File: src/rtl/aftab_arb_pkg.sv
// Shared types for the AFTAB memory arbiter: FSM states, owner encodings,
// default timeout, and a helper that sizes the timeout counter.
package aftab_arb_pkg;

  typedef enum logic [1:0] {
    ST_IDLE    = 2'd0,
    ST_BUSY    = 2'd1,
    ST_RELEASE = 2'd2
  } arb_state_e;

  typedef enum logic {
    OWNER_M0 = 1'b0,
    OWNER_M1 = 1'b1
  } owner_e;

  localparam int DEFAULT_TIMEOUT = 255;

  // A limit of 0 means "no timeout"; keep at least one bit so the counter still elaborates.
  function automatic int cnt_width(input int limit);
    return (limit < 1) ? 1 : $clog2(limit + 1);
  endfunction

endpackage

File: src/rtl/aftab_arb_timeout_counter.sv
// Clearable saturating cycle counter that flags when it has reached LIMIT.
// A LIMIT of 0 disables the expiry flag entirely.
module aftab_arb_timeout_counter
  import aftab_arb_pkg::*;
#(
  parameter int LIMIT = DEFAULT_TIMEOUT
) (
  input  logic clk,
  input  logic rst,
  input  logic clear,
  input  logic incr,
  output logic expired
);

  localparam int WIDTH = cnt_width(LIMIT);
  localparam logic [WIDTH-1:0] MAX_COUNT = '1;
  localparam logic [WIDTH-1:0] LIMIT_VAL = WIDTH'(LIMIT);

  logic [WIDTH-1:0] count_q;
  logic [WIDTH-1:0] count_d;

  always_comb begin
    count_d = count_q;
    if (clear) begin
      count_d = '0;
    end else if (incr && (count_q != MAX_COUNT)) begin
      count_d = count_q + WIDTH'(1);
    end
  end

  always_ff @(posedge clk or negedge rst) begin
    if (!rst) begin
      count_q <= '0;
    end else begin
      count_q <= count_d;
    end
  end

  assign expired = (LIMIT != 0) && (count_q == LIMIT_VAL);

endmodule

File: src/rtl/aftab_mem_arbiter.sv
// Two-master round-robin arbiter in front of the byte-wide memory controller:
// the core (m0) and DMA/debug (m1) share one port through IDLE/BUSY/RELEASE.
module aftab_mem_arbiter
  import aftab_arb_pkg::*;
#(
  parameter int ADDR_W  = 32,
  parameter int DATA_W  = 8,
  parameter int TIMEOUT = DEFAULT_TIMEOUT
) (
  input  logic              clk,
  input  logic              rst,

  input  logic              m0Read,
  input  logic              m0Write,
  input  logic [ADDR_W-1:0] m0Addr,
  input  logic [DATA_W-1:0] m0DataOut,
  output logic [DATA_W-1:0] m0DataIn,
  output logic              m0Ready,
  output logic              m0Error,

  input  logic              m1Read,
  input  logic              m1Write,
  input  logic [ADDR_W-1:0] m1Addr,
  input  logic [DATA_W-1:0] m1DataOut,
  output logic [DATA_W-1:0] m1DataIn,
  output logic              m1Ready,
  output logic              m1Error,

  output logic              memRead,
  output logic              memWrite,
  output logic [ADDR_W-1:0] memAddr,
  output logic [DATA_W-1:0] memDataOut,
  input  logic [DATA_W-1:0] memDataIn,
  input  logic              memReady,

  output logic [1:0]        grant
);

  arb_state_e state_q, state_d;
  owner_e     owner_q, owner_d;
  owner_e     rr_ptr_q, rr_ptr_d;

  logic              m0_req;
  logic              m1_req;
  logic              busy;
  logic              expired;
  logic              own_rd;
  logic              own_wr;
  logic              own_req;
  logic [ADDR_W-1:0] own_addr;
  logic [DATA_W-1:0] own_wdata;

  assign m0_req  = m0Read | m0Write;
  assign m1_req  = m1Read | m1Write;
  assign busy    = (state_q == ST_BUSY);

  assign m0DataIn = memDataIn;
  assign m1DataIn = memDataIn;

  always_comb begin
    own_rd    = m0Read;
    own_wr    = m0Write;
    own_addr  = m0Addr;
    own_wdata = m0DataOut;
    if (owner_q == OWNER_M1) begin
      own_rd    = m1Read;
      own_wr    = m1Write;
      own_addr  = m1Addr;
      own_wdata = m1DataOut;
    end
  end

  assign own_req = own_rd | own_wr;

  // Counts BUSY cycles without memReady; held at zero outside BUSY so every transfer starts fresh.
  aftab_arb_timeout_counter #(
    .LIMIT (TIMEOUT)
  ) u_timeout (
    .clk     (clk),
    .rst     (rst),
    .clear   (!busy),
    .incr    (busy && !memReady),
    .expired (expired)
  );

  always_comb begin
    state_d    = state_q;
    owner_d    = owner_q;
    rr_ptr_d   = rr_ptr_q;
    memRead    = 1'b0;
    memWrite   = 1'b0;
    memAddr    = '0;
    memDataOut = '0;
    grant      = 2'b00;
    m0Ready    = 1'b0;
    m1Ready    = 1'b0;
    m0Error    = 1'b0;
    m1Error    = 1'b0;

    case (state_q)
      ST_IDLE: begin
        if (m0_req || m1_req) begin
          if (m0_req && m1_req) begin
            owner_d = rr_ptr_q;
          end else if (m1_req) begin
            owner_d = OWNER_M1;
          end else begin
            owner_d = OWNER_M0;
          end
          rr_ptr_d = (owner_d == OWNER_M0) ? OWNER_M1 : OWNER_M0;
          state_d  = ST_BUSY;
        end
      end

      ST_BUSY: begin
        memWrite   = own_wr;
        memRead    = own_rd & ~own_wr;
        memAddr    = own_addr;
        memDataOut = own_wdata;
        grant      = (owner_q == OWNER_M1) ? 2'b10 : 2'b01;
        m0Ready    = memReady & (owner_q == OWNER_M0);
        m1Ready    = memReady & (owner_q == OWNER_M1);

        // Completion beats abort, and abort beats a timeout landing on the same cycle.
        if (memReady || !own_req) begin
          state_d = ST_RELEASE;
        end else if (expired) begin
          state_d = ST_RELEASE;
          m0Error = (owner_q == OWNER_M0);
          m1Error = (owner_q == OWNER_M1);
        end
      end

      ST_RELEASE: begin
        state_d = ST_IDLE;
      end

      default: begin
        state_d = ST_IDLE;
      end
    endcase
  end

  always_ff @(posedge clk or negedge rst) begin
    if (!rst) begin
      state_q  <= ST_IDLE;
      owner_q  <= OWNER_M0;
      rr_ptr_q <= OWNER_M0;
    end else begin
      state_q  <= state_d;
      owner_q  <= owner_d;
      rr_ptr_q <= rr_ptr_d;
    end
  end

endmodule

File: config.mk
export PLATFORM = sky130hd
export DESIGN_NAME = aftab_mem_arbiter
export DESIGN_NICKNAME = d
export VERILOG_FILES = /design/src/rtl/aftab_arb_pkg.sv /design/src/rtl/aftab_arb_timeout_counter.sv /design/src/rtl/aftab_mem_arbiter.sv
export SDC_FILE = /design/constraint.sdc
export NUM_CORES = 1
export LEC_CHECK = 0
export CAP_MARGIN = 20
export CORE_MARGIN = 2
export CORE_UTILIZATION = 28
export CTS_CLUSTER_DIAMETER = 30
export DETAILED_ROUTE_END_ITERATION = 10
export PLACE_DENSITY = 0.81
export SYNTH_ARGS = -nofsm -noshare
export SYNTH_HDL_FRONTEND = slang
export SYNTH_SLANG_ARGS = --single-unit
export TNS_END_PERCENT = 100
File: constraint.sdc
create_clock -name clk -period 1.79 [get_ports clk]
set_clock_uncertainty 0.05 [all_clocks]
set_input_delay 0.4475 -clock clk [delete_from_list [all_inputs] [get_ports clk]]
set_output_delay 0.4475 -clock clk [all_outputs]
set_load 0.05 [all_outputs]
==> results of run 1 <==
-- through the flow --
stage / util [%] / total power, mW / TNS, ps / hold slack (ps) / instances
after floorplan: - / 3.55 / -5530 / 102 / 189
after CTS: 78.0 / 7.42 / -8640 / 416 / 395
after global placement: 69.6 / 6.12 / -2390 / 395 / 381
after detailed placement: 69.6 / 6.19 / -2680 / 408 / 381
final: 85.7 / 8.38 / -11240 / 452 / 399
after global routing: 85.7 / 8.60 / -12490 / 473 / 399
-- repair_timing --
| action | 4_1_cts | 5_1_grt |
|---|---|---|
| buffers inserted | 7 | 4 |
| endpoints found under the setup margin | 49 | 48 |
| pin swaps | 5 | 11 |
| gates resized for setup | 55 | 63 |
| endpoints found under the hold margin | 0 | 0 |
| gates cloned | 3 | 2 |
-- layout make-up --
type | count | area share (%)
multi-input cells | 141 | 35.9
inverters | 6 | 0.525
flip-flops and latches | 12 | 7.08
clock buffers | 4 | 1.28
well taps | 70 | 2.04
repair buffers | 166 | 53.1
-- flip-flops by register name, indices dropped and copies added (netlist names) --
register,flops
owner_q,1
rr_ptr_q,1
u_timeout.count_q,8
state_q,2
-- worst max-delay path by stage --
stage               startpoint          to  cells past startpoint  slack (ps)
global route            m1Read     m1Error                      7        -330
CTS                    owner_q     m0Error                      5        -240
finish                 owner_q  memAddr[1]                      5        -300
floorplan           state_q[1]  memAddr[0]                      4        -140
global placement       m1Write     m0Error                      6        -570
detailed placement     m1Write     m0Error                      6        -580
-- cells in the final DEF, fill, tap and decap left out, types with 2 or more instances in the layout --
cell type        count
clkdlybuf4s50_1     81
buf_12              54
nor2_4              26
mux2i_4             22
nor2_2              22
mux2i_1             13
buf_4               12
nor2_1               9
dfrtp_1              9
buf_6                7
mux2i_2              6
inv_1                6
a21oi_1              6
xnor2_1              4
o21ai_0              4
nor3_1               4
clkbuf_8             4
buf_16               4
nand2_1              3
nand3_1              3
dfrtp_2              3
nor3_4               2
clkbuf_16            2
dlygate4sd2_1        2
-- power groups by stage --
stage	Sequential, mW	Combinational (mW)	Clock [mW]
floorplan	0.391	3.16	0
global placement	0.419	5.70	0
detailed placement	0.421	5.77	0
CTS	0.418	6.70	0.297
global route	0.464	7.81	0.333
finish	0.464	7.60	0.317
-- cells by family after synthesis --
| logic type | count (synthesis) | share of synthesized area, % |
|---|---|---|
| AOI/OAI and AO/OA | 18 | 8.40 |
| xor gates and xnor gates | 4 | 2.45 |
| adders and majority gates | 1 | 0.875 |
| buffers and inverters | 36 | 15.0 |
| DFF | 12 | 21.0 |
| muxes | 41 | 28.7 |
| and+or+nand+nor | 77 | 23.5 |
-- layer usage --
metal  track usage (%)  part of all wire, %
met5                 0                    0
met4              6.04                  3.5
met3              5.29                  7.2
met2              44.3                   56
met1              26.9                   33
==> metrics list, run 1 <==
* Sink Count: 12
- The first routing iteration left 97 violations.
- Per report_power, the clock group accounts for 3.8% of the total.
* Ant. Diodes: 0
- For this block, the via count after detailed routing is 2126.
- Counting along the longest clock path gives a buffer depth of 2.
- The setup path with the least slack is of type reg2out.
* Clock Pin Slew Worst Setup and Hold Paths: 70 ps
* Synthesized area: 1430 sq um
- Die footprint: 5690 sq um
- The worst hold path terminates at rr_ptr_q.
- Post-synthesis cell count: 189
* Required time of the critical path: 1290 ps
- The first detailed-routing pass took 4 iterations.
- The startpoint identified for the worst register-to-register timing path is u_timeout.count_q[0].
- Source-to-sink clock delay at the later pin of the worst-skew pair: 250 ps
- Power Internal: 4.23 mW
* Number of flip-flops and latches in the synthesized netlist: 12
- For this run, design rule violations remaining after detail routing come to 0.
- The area growth from synthesis to layout is 200%.
* Final critical-path share of the clock period: 117%
- In the synthesized netlist the async set-or-reset flop fraction comes to 100%.
* Most prevalent standard cell on the critical path: buf_12
- A synthesized cell averages 7.57 sq um.
* Worst Path Arrival: 1600 ps
* Die W: 75.5 microns
- Result of the run: finished with violations
* CTS tree: yes
* GR Util All Layers: 23.6%
- Worst IR Drop VDD: 1220 uV
* Primary flip-flop cell chosen by synthesis mapping: dfrtp_1
- At the pin with the least slew margin, the transition time is 613 ps.
* Slack of the worst reg-to-reg path: 110 ps
- Detailed Route WL: 9890 microns
- Sw frac: 49.5%
* Detailed-placement wirelength estimate: 5120 microns
- In this run, post-CTS hold repair placed 0 buffers.
* Multi-input gate area: 1540 sq um
- Once the floorplan was initialized, standard cells occupied 28.5% of the core.
* P_sw: 4.15 mW
- Top cells by instance count after synthesis: nor2_1, mux2i_1, buf_4
- Reported leakage power: 1.61 nW
* Type of origin of the critical path: flop
* Total grt overflow: 0
- Setup repair after global routing could not meet its margin everywhere.
* Post-place instance area: 3490 sq um
- Critical-path top delay cell: dfrtp_2
* Placer's final routability congestion estimate: 0.921
- The number of different library cells used by synthesis comes to 26.
- The worst setup path is captured at an output pin.
* Via count of the first global-routing pass: 2034
- WL per Instance: 24.8 microns
- Final Hold Viols: 0
- Top area cells in the synthesized netlist: mux2i_1, dfrtp_1, nor2_1, buf_4, nor3_1
* Initial antenna violation count: 0
- Entering global routing, the biggest net connects 14 pins.
* Time the worst path needs with I/O delays and setup: 2090 ps
- Number of antenna-violating nets in the routed design: 0
- Maximum achievable frequency: 0.478 GHz
- Power density normalized to cell area: 1950 nW/um^2
- Using the TritonRoute via totals, the vias-per-cell ratio works out to 5.33.
* Final-stage net count: 426
- Placeable Area: 5010 sq um
* Number of cell rows: 26
- The number of buffers and inverters on the critical path is 3.
- Along the worst path, the maximum fanout reaches 8.
- Clock root cell: clkbuf_8
- Sequential elements use 21.0% of the synthesized area.
* Final critical-path setup slack: -303 ps
- Wire length of the first global-routing pass: 10100 microns
- Number of warnings issued by yosys: 0
- In this run the number of H-tree levels came out at 1.
- Logic depth of the worst register-to-register path: 6
- Number of synthesized flops with an enable pin: 0
- The worst hold path begins at rr_ptr_q.
* Synth Net Count: 285
* Final design area excluding fillers: 4290 sq um
- The most common cell in the synthesized netlist is nor2_1.
- The tightest min-delay check is of the reg2reg type.
- Clock tree synthesis inserted a total of 3 buffers.
* Number of cells on the worst hold path: 1
- Port Buf Inserts: 134
* Sequential cell fraction of total power: 5.5%
- Worst setup timing slack at the placement stage: -583 ps
- Number of primary I/O pins: 159
- Setup violations remaining at the end of the flow were counted as 48.
* Slew headroom: 59.0%
* Library cell occupying the most area in the post-synthesis netlist: mux2i_1
- The floorplan step set the die height to 75.5 microns.
- The layout has 211 filler cells.
- The checks that failed: negative setup slack.
* Worst-path cell chain: buf_12 > clkbuf_16 > mux2i_1 > nor2_2 > buf_12
* Sequential cell area: 304 sq um
* Count of maximum capacitance violations: 0
- Share of final-layout standard cells stronger than drive strength 1: 54.1%
* Gate power share: 90.7%
- CP top delay family: buffers and inverters
- Max Slew Vio Count: 0
* Worst R2R End: u_timeout.count_q[7]
* Share of the synthesized area in the top cell type: 28.7%
- Max incr delay on CP: 480 ps
Power figures use the tool's default switching activity.
==> run 2: changes to the inputs <==
PLACE_DENSITY = 0.88   (was 0.81)
clock period = 2 ns   (was 1.79 ns; I/O delays follow)
==> run 2 against run 1 <==
  * The flow still finishes with violations (negative setup slack)
  * Wire length is 40% lower
  * Critical endpoint is now memAddr[13]
  * Non-clock buffer count is 14 lower
  * First-iteration DRC count decreased by 77%
  * Largest cell class unchanged
  * Final cell count decreased by 3.5%
==> metrics list, run 2 (synthesis results as in run 1) <==
- The routability congestion estimate from global placement was 0.842 (was 0.921).
- DR vias: 1803 (was 2126)
- Number of remaining DRC errors: 0 (unchanged)
- Worst Path Arrival: 1520 ps (was 1600 ps)
- The final setup TNS is -1040 ps (was -11240 ps).
- The cell depth of the worst min-delay path is 1 (unchanged).
- Vias per std cell: 4.68 (was 5.33)
- The class of the tightest hold or removal check is reg2reg (unchanged).
- The number of hold violations in the final report is 0 (unchanged).
- The maximum vdd drop is 888 uV (was 1220 uV).
- The most common cell after layout, fill and taps aside is clkdlybuf4s50_1 (unchanged).
- The beginning of the worst register-to-register path is u_timeout.count_q[0] (unchanged).
- Die footprint: 5690 sq um (unchanged)
* Worst setup path class: reg2out (unchanged)
* Detailed Route WL: 5950 microns (was 9890 microns)
- Actual transition at the worst max-transition pin: 527 ps (was 613 ps)
- The final max-slew violation count was 0 (unchanged).
- The destination of the worst register-to-register timing path is u_timeout.count_q[7] (unchanged).
* Top reg by flops: u_timeout.count_q (unchanged)
- Initial antenna violation count: 0 (unchanged)
* Number of antenna-violating nets in the routed design: 0 (unchanged)
* Signed area change from the synthesized netlist to the final layout: 152% (was 200%)
- The leakage power came to 1.47 nW (was 1.61 nW).
* Final Power: 5.83 mW (was 8.38 mW)
- Placed cell count: 376 (was 381)
- The final global-route overflow total was 0 (unchanged).
* Clock Pin Slew Worst Setup and Hold Paths: 50 ps (was 70 ps)
- Endpoint class of the critical path: output pin (unchanged)
- Unrepaired setup endpoints after global routing: yes (unchanged).
* Power density normalized to cell area: 1620 nW/um^2 (was 1950 nW/um^2)
- Final instance count without filler cells: 385 (was 399)
- Final-stage net count: 412 (was 426)
* Slack of the worst reg-to-reg path: 430 ps (was 110 ps)
* Placeable Area: 5010 sq um (unchanged)
* Result of the run: finished with violations (unchanged)
* Type of origin of the critical path: flop (unchanged)
- The number of global-route vias before repair is 1767 (was 2034).
* Initial core utilization: 28.5% (unchanged)
- Total of fill cells in the finished design: 385 (was 211)
* Slew headroom: 64.8% (was 59.0%)
- The CTS tree was yes (unchanged).
- Final number of setup-violating endpoints: 32 (was 48)
* WL per Instance: 15.4 microns (was 24.8 microns)
- GR Util All Layers: 18.8% (was 23.6%)
- Wire length of the first global-routing pass: 8210 microns (was 10100 microns)
- The pin count of the biggest net entering global routing came to 36 (was 14).
- The number of cell instances on the worst register-to-register path was 6 (unchanged).
- Detailed-placement wirelength estimate: 4760 microns (was 5120 microns)
- The die height is 75.5 microns (unchanged).
* Maximum achievable frequency: 0.483 GHz
- Drt initial violations: 22 (was 97)
- Hold buffers post-CTS: 0 (unchanged)
* Required time of the critical path: 1450 ps (was 1290 ps)
- The master cell of the clock root buffer is clkbuf_8 (unchanged).
- Buffer levels on the longest clock path: 2 (unchanged)
- Ant. Diodes: 0 (unchanged)
- The worst hold slack across all endpoints was 435 ps (was 452 ps).
- Count of maximum capacitance violations: 0 (unchanged)
- Die W: 75.5 microns (unchanged)
* Largest regs: u_timeout.count_q: 8 flops, state_q: 2 flops (unchanged)
- Max FFs per register: 8 (unchanged)
- Number of cell rows: 26 (unchanged)
* Top library cells by usage in the layout, fill and taps aside: clkdlybuf4s50_1, buf_12, nor2_2 (was clkdlybuf4s50_1, buf_12, nor2_4)
* Hold Path Sink: rr_ptr_q (unchanged)
- The clock sink total is 12 (unchanged).
- Number of primary I/O pins: 159 (unchanged)
- 1st-pass router iterations: 5 (was 4)
- The launch point of the worst hold path is rr_ptr_q (unchanged).
- Critical Path Fanout Max: 12 (was 8)
- Time the worst path needs with I/O delays and setup: 2070 ps
- The deepest level of the CTS H-tree came to 1 (unchanged).
- Source-to-sink clock delay at the later pin of the worst-skew pair: 240 ps (was 250 ps)
* Share of final-layout standard cells stronger than drive strength 1: 43.5% (was 54.1%)
- Final critical-path setup slack: -68.4 ps (was -303 ps)
- Port Buf Inserts: 134 (unchanged)
- Violations in the final reports: negative setup slack (unchanged)
- The total clock buffers created by CTS came to 3 (unchanged).
- The setup slack after placement was -374 ps (was -583 ps).
* Final critical-path share of the clock period: 103%
[run 2: layer usage]
metal  part of all wire (%)  track usage (%)  up-vias
li1                       -                -      874
met1                     34             21.0      835
met2                     54             35.1       90
met3                     10             5.03        4
met4                   0.69             5.26        0
met5                      0                0        -
[run 2: area by class of cell]
cell class              count  area, sq um  share of cell area (%)
clock buffers               4         55.1                    1.52
inverters                   6         22.5                   0.624
multi-input cells         141         1140                    31.6
flip-flops and latches     12          302                    8.35
well taps                  70         87.6                    2.43
repair buffers            152         2000                    55.5
[run 2: per-stage QoR]
| stage | utilization [%] | instance area [sq um] |
|---|---|---|
| global route | 72.1 | 3610 |
| finish | 72.1 | 3610 |
| CTS | 69.7 | 3490 |
| floorplan | - | 1520 |
| global placement | 67.3 | 3370 |
| detailed placement | 67.3 | 3370 |
[run 2: worst max-delay path by stage]
stage / to / slack, ps / cells past startpoint / startpoint
finish: memAddr[13] / -70 / 5 / owner_q
floorplan: m0Error / -160 / 5 / u_timeout.count_q[0]
CTS: memRead / -100 / 6 / owner_q
detailed placement: m0Error / -370 / 6 / m1Read
global placement: m0Error / -340 / 6 / m1Write
global route: m0Error / -130 / 5 / owner_q
[run 2: what timing repair did]
action | CTS | global route
endpoints found under the setup margin | 34 | 45
pin swaps | 4 | 4
cloned | 0 | 1
setup buffers | 4 | 1
resized for setup | 27 | 23
[run 2: power breakdown]
group / internal [mW] / leakage [nW] / switching, mW
clock network: 0.174 / 0.0288 / 0.0922
registers: 0.308 / 0.157 / 0.0692
logic: 2.40 / 1.28 / 2.79
[run 2: worst max-delay path: stages, from the launching register on]
cell,delay [ps]
dfrtp_2,450
buf_4,170
clkbuf_16,180
mux2i_1,140
nor2_2,170
buf_12,160
==> run 3: changes to the inputs <==
GPL_ROUTABILITY_DRIVEN = 0   (was default)
==> results of run 3 <==
No change in the layout: final DEF, timing and power equal those of run 2.
